===== config.mk =====
export PLATFORM = sky130hd
export DESIGN_NAME = wb_stage_flat
export DESIGN_NICKNAME = d
export VERILOG_FILES = /design/src/rtl/wb_stage_if.sv /design/src/rtl/wb_stage.sv /design/src/flat_wrapper.sv
export SDC_FILE = /design/constraint.sdc
export NUM_CORES = 1
export LEC_CHECK = 0
export CAP_MARGIN = 30
export CORE_ASPECT_RATIO = 0.7
export CORE_UTILIZATION = 45
export DETAILED_ROUTE_END_ITERATION = 10
export PLACE_DENSITY = 0.81
export SYNTH_ARGS = -nofsm -noshare
export SYNTH_HDL_FRONTEND = slang
export SYNTH_SLANG_ARGS = --single-unit

===== constraint.sdc =====
create_clock -name clk -period 1.98 [get_ports clk]
set_clock_uncertainty 0.1 [all_clocks]
set_input_delay 0.594 -clock clk [delete_from_list [all_inputs] [get_ports clk]]
set_output_delay 0.594 -clock clk [all_outputs]
set_load 0.02 [all_outputs]

===== src/rtl/wb_stage_if.sv =====
// Bus between the EX/WB buffer, the writeback stage and its consumers
// (register file, PC, upstream flush, debug counter).
interface wb_stage_if #(
    parameter int DATA_W = 33,
    parameter int REG_AW = 6
);
    logic              in_ctrl_regwrt;
    logic              in_ctrl_branch;
    logic              in_ctrl_btype;
    logic              in_ctrl_jump;
    logic              in_ctrl_memtoreg;
    logic              in_ctrl_neg;
    logic              in_ctrl_zero;
    logic [DATA_W-1:0] in_memdata;
    logic [DATA_W-1:0] in_aluresult;
    logic [REG_AW-1:0] in_rd;

    logic              rf_we;
    logic [REG_AW-1:0] rf_waddr;
    logic [DATA_W-1:0] rf_wdata;
    logic              pc_redirect;
    logic [DATA_W-1:0] pc_target;
    logic              flush;
    logic [31:0]       retired;

    // Writeback stage side
    modport slave (
        input  in_ctrl_regwrt, in_ctrl_branch, in_ctrl_btype, in_ctrl_jump,
               in_ctrl_memtoreg, in_ctrl_neg, in_ctrl_zero,
               in_memdata, in_aluresult, in_rd,
        output rf_we, rf_waddr, rf_wdata, pc_redirect, pc_target, flush, retired
    );

    // Driver side (EX/WB buffer plus downstream observers)
    modport master (
        output in_ctrl_regwrt, in_ctrl_branch, in_ctrl_btype, in_ctrl_jump,
               in_ctrl_memtoreg, in_ctrl_neg, in_ctrl_zero,
               in_memdata, in_aluresult, in_rd,
        input  rf_we, rf_waddr, rf_wdata, pc_redirect, pc_target, flush, retired
    );
endinterface


===== src/rtl/wb_stage.sv =====
// Writeback stage: selects writeback data, drives a registered register-file
// write port, resolves branch/jump, issues a one-cycle PC redirect and then
// squashes FLUSH_DEPTH younger instructions while asserting flush upstream.
//
// state  | meaning
// IDLE   | instructions presented are processed normally
// SQUASH | presented instruction is dropped; cnt_q instructions left to kill
module wb_stage #(
    parameter int DATA_W      = 33,
    parameter int REG_AW      = 6,
    parameter int FLUSH_DEPTH = 2
) (
    input  logic      clk,
    input  logic      rst_n,
    wb_stage_if.slave bus
);
    // FLUSH_DEPTH=0 still needs a legal (unused) one-bit counter
    localparam int CNT_W = (FLUSH_DEPTH > 0) ? $clog2(FLUSH_DEPTH + 1) : 1;

    typedef enum logic {IDLE, SQUASH} state_t;

    state_t            state_q;
    logic [CNT_W-1:0]  cnt_q;
    logic              rf_we_q;
    logic [REG_AW-1:0] rf_waddr_q;
    logic [DATA_W-1:0] rf_wdata_q;
    logic              pc_redirect_q;
    logic [DATA_W-1:0] pc_target_q;
    logic              flush_q;
    logic [31:0]       retired_q;

    logic              live;
    logic              taken;
    logic [DATA_W-1:0] wdata_sel;
    logic [DATA_W-1:0] target_sel;

    assign live = (state_q == IDLE) &&
                  (bus.in_ctrl_regwrt || bus.in_ctrl_branch || bus.in_ctrl_jump);

    // jump wins over branch; btype picks the branch condition flag
    assign taken = bus.in_ctrl_jump ||
                   (bus.in_ctrl_branch &&
                    (bus.in_ctrl_btype ? bus.in_ctrl_neg : bus.in_ctrl_zero));

    assign wdata_sel  = bus.in_ctrl_memtoreg ? bus.in_memdata : bus.in_aluresult;
    // jumps are memory-indirect, branches use the ALU-computed target
    assign target_sel = bus.in_ctrl_jump ? bus.in_memdata : bus.in_aluresult;

    // Squash FSM together with all registered outputs
    always_ff @(posedge clk or negedge rst_n) begin
        if (!rst_n) begin
            state_q       <= IDLE;
            cnt_q         <= '0;
            rf_we_q       <= 1'b0;
            rf_waddr_q    <= '0;
            rf_wdata_q    <= '0;
            pc_redirect_q <= 1'b0;
            pc_target_q   <= '0;
            flush_q       <= 1'b0;
            retired_q     <= '0;
        end else begin
            rf_we_q       <= live && bus.in_ctrl_regwrt;
            pc_redirect_q <= live && taken;

            if (live && bus.in_ctrl_regwrt) begin
                rf_waddr_q <= bus.in_rd;
                rf_wdata_q <= wdata_sel;
            end

            if (live && taken) begin
                pc_target_q <= target_sel;
            end

            if (live) begin
                retired_q <= retired_q + 32'd1;
            end

            unique case (state_q)
                IDLE: begin
                    if ((FLUSH_DEPTH > 0) && live && taken) begin
                        state_q <= SQUASH;
                        cnt_q   <= CNT_W'(FLUSH_DEPTH);
                        flush_q <= 1'b1;
                    end
                end
                SQUASH: begin
                    cnt_q <= cnt_q - CNT_W'(1);
                    if (cnt_q == CNT_W'(1)) begin
                        state_q <= IDLE;
                        flush_q <= 1'b0;
                    end
                end
                default: begin
                    state_q <= IDLE;
                    flush_q <= 1'b0;
                end
            endcase
        end
    end

    assign bus.rf_we       = rf_we_q;
    assign bus.rf_waddr    = rf_waddr_q;
    assign bus.rf_wdata    = rf_wdata_q;
    assign bus.pc_redirect = pc_redirect_q;
    assign bus.pc_target   = pc_target_q;
    assign bus.flush       = flush_q;
    assign bus.retired     = retired_q;
endmodule


===== src/flat_wrapper.sv =====
// flat-port wrapper written by rule: the top's interface ports become plain ports
module wb_stage_flat 
#(
    parameter int DATA_W      = 33,
    parameter int REG_AW      = 6,
    parameter int FLUSH_DEPTH = 2
)
  (clk, rst_n, bus_in_ctrl_regwrt, bus_in_ctrl_branch, bus_in_ctrl_btype, bus_in_ctrl_jump, bus_in_ctrl_memtoreg, bus_in_ctrl_neg, bus_in_ctrl_zero, bus_in_memdata, bus_in_aluresult, bus_in_rd, bus_rf_we, bus_rf_waddr, bus_rf_wdata, bus_pc_redirect, bus_pc_target, bus_flush, bus_retired);
  wb_stage_if #(.DATA_W(DATA_W), .REG_AW(REG_AW)) bus_i ();
  input  logic clk;
  input  logic rst_n;
  input wire logic [$bits(bus_i.in_ctrl_regwrt)-1:0] bus_in_ctrl_regwrt;
  input wire logic [$bits(bus_i.in_ctrl_branch)-1:0] bus_in_ctrl_branch;
  input wire logic [$bits(bus_i.in_ctrl_btype)-1:0] bus_in_ctrl_btype;
  input wire logic [$bits(bus_i.in_ctrl_jump)-1:0] bus_in_ctrl_jump;
  input wire logic [$bits(bus_i.in_ctrl_memtoreg)-1:0] bus_in_ctrl_memtoreg;
  input wire logic [$bits(bus_i.in_ctrl_neg)-1:0] bus_in_ctrl_neg;
  input wire logic [$bits(bus_i.in_ctrl_zero)-1:0] bus_in_ctrl_zero;
  input wire logic [$bits(bus_i.in_memdata)-1:0] bus_in_memdata;
  input wire logic [$bits(bus_i.in_aluresult)-1:0] bus_in_aluresult;
  input wire logic [$bits(bus_i.in_rd)-1:0] bus_in_rd;
  output wire logic [$bits(bus_i.rf_we)-1:0] bus_rf_we;
  output wire logic [$bits(bus_i.rf_waddr)-1:0] bus_rf_waddr;
  output wire logic [$bits(bus_i.rf_wdata)-1:0] bus_rf_wdata;
  output wire logic [$bits(bus_i.pc_redirect)-1:0] bus_pc_redirect;
  output wire logic [$bits(bus_i.pc_target)-1:0] bus_pc_target;
  output wire logic [$bits(bus_i.flush)-1:0] bus_flush;
  output wire logic [$bits(bus_i.retired)-1:0] bus_retired;
  assign bus_i.in_ctrl_regwrt = bus_in_ctrl_regwrt;
  assign bus_i.in_ctrl_branch = bus_in_ctrl_branch;
  assign bus_i.in_ctrl_btype = bus_in_ctrl_btype;
  assign bus_i.in_ctrl_jump = bus_in_ctrl_jump;
  assign bus_i.in_ctrl_memtoreg = bus_in_ctrl_memtoreg;
  assign bus_i.in_ctrl_neg = bus_in_ctrl_neg;
  assign bus_i.in_ctrl_zero = bus_in_ctrl_zero;
  assign bus_i.in_memdata = bus_in_memdata;
  assign bus_i.in_aluresult = bus_in_aluresult;
  assign bus_i.in_rd = bus_in_rd;
  assign bus_rf_we = bus_i.rf_we;
  assign bus_rf_waddr = bus_i.rf_waddr;
  assign bus_rf_wdata = bus_i.rf_wdata;
  assign bus_pc_redirect = bus_i.pc_redirect;
  assign bus_pc_target = bus_i.pc_target;
  assign bus_flush = bus_i.flush;
  assign bus_retired = bus_i.retired;
  wb_stage #(.DATA_W(DATA_W), .REG_AW(REG_AW), .FLUSH_DEPTH(FLUSH_DEPTH)) u_core (.clk(clk), .rst_n(rst_n), .bus(bus_i));
endmodule

# --- Word level (Yosys, flattened, before mapping) ---
# Index checks and enable logic that the tools add are counted.
op_classes:
  addsub: 2
  bitwise: 1
  reduce_logical: 8
  eq_ne: 3
  n_mux: 11
ops:
  columns: ["op", "count"]
  rows:
  - ["$mux W33", 2]
  - ["$add A32 B1 Y32 const B", 1]
  - ["$mux W1", 5]
  - ["$logic_and A1 B1 Y1", 4]
  - ["$ne A2 B2 Y1 const B", 2]
  - ["$pmux W1 S2", 2]
  - ["$pmux W2 S2", 1]
  - ["$logic_or A1 B1 Y1", 3]
  - ["$eq A2 B1 Y1 const B", 1]
  - ["$mux W2", 1]
  - ["$reduce_and A2 Y1", 1]
  - ["$sub A2 B1 Y2 const B", 1]
  - ["$not A1 Y1", 1]
totals:
  register_bits: 110
  in_bits: 81
  out_inout_bits: 107

# --- Depth between registers and ports, before layout ---
depth:
  word_depth: 6
  depth_mapped: 7
  ltp_nobuf: 5

# --- Least setup slack after synthesis ---
# Ideal clock, no wire load.
synth_timing:
  path_kind: "in2reg"
  start: "in bus_in_ctrl_jump"
  end: "reg u_core.retired_q[29] (netlist: u_core.bus.retired[29])"
  setup_ps: 129
  required_time_ps: 1751
  slack_ps: -87
  arrival_time_ps: 1837
  path_stages: 6
  cell_sequence: "buf_2 or3_1 clkbuf_1 nand4_1 or4_1 xnor2_1"
synth_between:
  elab_chain_cells: 2
synth_rtl:
  columns: ["item", "line", "rtl"]
  rows:
  - ["start, declared", "flat_wrapper.sv:15", "input wire logic [$bits(bus_i.in_ctrl_jump)-1:0] bus_in_ctrl_jump;"]
  - ["$logic_or A1 B1 Y1", "wb_stage.sv:38", "(bus.in_ctrl_regwrt || bus.in_ctrl_branch || bus.in_ctrl_jump);"]
  - ["$logic_and A1 B1 Y1", "wb_stage.sv:37", "assign live = (state_q == IDLE) &&"]
  - ["end signal, assigned", "wb_stage.sv:75", "retired_q <= retired_q + 32'd1;"]
  - ["end, declared", "wb_stage.sv:30", "logic [31:0] retired_q;"]
# Every way passes these cells.
# A chain may end at the register's enable or synchronous reset.

# --- Final worst setup path ---
layout_timing:
  start: "reg u_core.retired_q[3] (netlist: u_core.bus.retired[3])"
  end: "out bus_retired[3]"
layout_lines:
  columns: ["item", "line", "rtl"]
  rows:
  - ["end, declared", "flat_wrapper.sv:28", "output wire logic [$bits(bus_i.retired)-1:0] bus_retired;"]
# No word-level cell between the ends.

==> metrics.md <==
| Metric | Value |
|---|---|
| Outcome | `finished clean` |
| Post-layout min period | `1.91 ns` |
| Die ar. | `about 12000 um2` |
| Number of DRC markers in iteration 0 | `approximately 150` |
| Worst slew pin tran | `roughly 0.36 ns` |
| Initial Util | `a little under half` |
| Worst Setup End Kind | `output port` |
| Pwr Density | `1250 nW/um2` |
| Synth unique cells | `33` |
| Asr flop ratio synth | `between 90% and 100%` |
| Clock Latency Late Sink | `between 0.3 and 0.4 ns` |
| Worst-path clk slew | `approximately 0.070 ns` |
| Crit path DAT | `roughly 1.2 ns` |
| Multiplexer share of the synthesized area | `a little over a fifth` |
| Worst r2r dst | `u_core.bus.retired[24]$_DFFE_PN0P_` |
| Top Family by Delay on Critical Path | `buffers and inverters` |
| H-tree levels | `3` |
| Total vias in the final route | `between 4000 and 5000` |
| Cts hold-fix bufs | `0` |
| Synth Flop Type | `dfrtp_1` |
| Synthesized area | `around 5000 um2` |
| Simple-gate share of the synthesized area | `12.4%` |
| Crit path cell chain | `buf_4 > dlygate4sd2_1` |
| Num CTS Buffers | `9` |
| Layout cells sized above 1 | `between 15 and 20%` |
| Fin Setup TNS | `0 ns` |
| Lkg Pwr | `roughly 0.0038 uW` |
| # rows | `32` |
| Xor-xnor portion of the synthesized cell area | `roughly 5.3%` |
| WL final | `about 14 mm` |
| Max frequency | `approximately 520 MHz` |
| # IOs | `approximately 190` |
| RSZ-0062 raised after global routing | `false` |
| Total clock sinks | `between 100 and 150` |
| Worst slew margin | `approximately 76%` |
| Reg-to-Reg Start | `u_core.bus.retired[12]$_DFFE_PN0P_` |
| GPL Wtd Cong | `between 0.9 and 1` |
| Root cell of the clock tree | `clkbuf_16` |
| Number of diodes | `0` |
| Register-to-Register Path Depth | `4` |
| Critical path's largest stage delay | `around 0.40 ns` |
| Max-Cap Viols | `0` |
| Die W | `around 130 um` |
| Worst reg2reg setup slack | `between 0.1 and 0.15 ns` |
| VDD IR max | `0.000662 V` |
| Most frequent cell after synthesis | `dfrtp_1` |
| Synth top area share | `~54%` |
| TritonCTS clock tree | `built` |
| Avg Vias per Cell | `roughly 5.2` |
| Ranking of synthesized cells by area | `dfrtp_1, mux2_1, mux2_2` |
| Complex-gate fraction of the synthesized area | `under 10%` |
| Vias in the first global route | `4487` |
| First-pass GRT wire length | `23.0 mm` |
| WL/cell | `17.9 um` |
| Count of state elements after synthesis | `between 100 and 150` |
| Final setup fails | `0` |
| Initial antenna violation count | `0` |
| Largest family of logic cells by synthesized area | `multiplexers` |
| Mapped Avg Cell Area | `11.6 um2` |
| Critical Path RT | `roughly 1.3 ns` |
| Grt ovf | `0` |
| Post-DP HPWL | `10.5 mm` |
| Synth cell count leaders | `dfrtp_1, nand2_1, mux2_1` |
| Syn Inst Count | `between 400 and 500` |
| Crit-path slowest cell | `dfrtp_1` |
| Worst setup startpoint | `u_core.bus.retired[3]$_DFFE_PN0P_` |
| Number of synthesis warnings | `0` |
| Worst Path Buf+Inv | `2` |
| Final ANT Viol Nets | `0` |
| Post-synthesis sequential area ratio | `53.9%` |
| Count of TritonRoute iterations in the first routing pass | `4` |
| Final worst-path cycle share | `between 90 and 100%` |
| CP max FO | `6` |
| EDFF count, synth | `0` |
| Final Hold Viols | `0` |
| Die Y-Extent | `between 90 and 100 um` |
| Adder-cell share of the synthesized area | `less than 1%` |
| WHS | `about 0.049 ns` |
| Port Buffers | `between 150 and 200` |
| Leading area contributor after synthesis | `dfrtp_1` |
| Synthesis-to-finish area growth | `51.9%` |
| Final core area utilization | `a little over two thirds` |
| Startpoint Class | `register` |
| GRT Util Overall | `about 26%` |
| Class of the worst hold path | `primary input to asynchronous set/reset pin` |
| Core area | `11000 um2` |
| Largest net degree at the start of global routing | `41` |
| DRC viols | `0` |
| Fin. max-slew vios | `0` |
| Critical path type | `register to output port` |
| Nets | `735` |
| Clock tree buffer depth | `2` |
| Net Count, Synth | `~520` |
kinds of logic (layout without fill, tap and decap cells):
family	Yosys count	after routing
flip-flops	110	110
AO/OA/AOI/OAI	38	38
multiplexers	101	101
buffers and inverters	31	250
adder cells (fa/ha/maj)	2	2
AND/OR/NAND/NOR	125	125
XOR/XNOR	31	31
where the power goes:
group / total (uW) / switching, uW / internal, uW
Sequential: 3560 / 466 / 3090
Combinational: 4280 / 2370 / 1910
Clock: 1890 / 848 / 1040
metrics by stage:
step	area [um2]	worst slack, ns	total power (uW)	cells
2_1_floorplan	5110	0.00559	5740	438
3_3_place_gp	7410	-0.436	8040	790
3_5_place_dp	7410	-0.450	8190	790
4_1_cts	7750	0.00897	9830	810
5_1_grt	7750	0.0107	10300	810
6_report	7750	0.0667	9720	810
layout make-up:
type	count	area [um2]
repair buffers	227	2170
flip-flops and latches	110	2750
multi-input cells	297	2300
inverters	7	26.3
well taps	153	191
clock inverters	6	76.3
clock buffers	10	239
fillers	818	3260
flip-flops by register name (all words and copies together), names as in the netlist:
signal                  flops
u_core.bus.flush            1
u_core.cnt_q                2
u_core.bus.retired         32
u_core.bus.pc_redirect      1
u_core.bus.rf_wdata        33
u_core.bus.rf_we            1
u_core.bus.pc_target       33
u_core.state_q              1
u_core.bus.rf_waddr         6
worst max-delay path by stage:
| stage | end | depth (start not counted) |
|---|---|---|
| 2_1_floorplan | u_core.bus.pc_target[10]$_DFFE_PN0P_ | 5 |
| 3_3_place_gp | u_core.bus.pc_target[15]$_DFFE_PN0P_ | 6 |
| 3_5_place_dp | u_core.bus.pc_target[14]$_DFFE_PN0P_ | 6 |
| 4_1_cts | bus_rf_we | 1 |
| 5_1_grt | u_core.bus.retired[24]$_DFFE_PN0P_ | 4 |
| 6_report | bus_retired[3] | 2 |
cells in the final DEF (no fill, tap or decap), types with 8 or more instances in the layout:
master           count
clkbuf_16            9
nor3_1               8
mux2_2              31
o21ai_1             34
mux2_1              27
nand3_1              9
nand2_1             61
mux2_4              10
mux2i_1             33
nand4_1             14
xor2_1              15
nor2_1               8
xnor2_1             16
buf_4               31
dlygate4sd2_1      111
clkdlybuf4s50_1     72
dfrtp_1            110
timing repair:
action                     in CTS  in global routing
setup endpoints to repair     140                  1
hold endpoints to repair        0                  0
setup buffers                   1                  0
resized for setup             129                  1
gates cloned                    3                  0
per-layer routing:
metal  up-vias  wire (um)  GRT usage [%]
met5         -          0              0
met4         0        225           7.94
met3        17       1060           7.42
met2       166       6780           42.4
met1      2095       6400           32.9
li1       1957          -              -
Note: power is estimated with default switching activity, not from simulation.
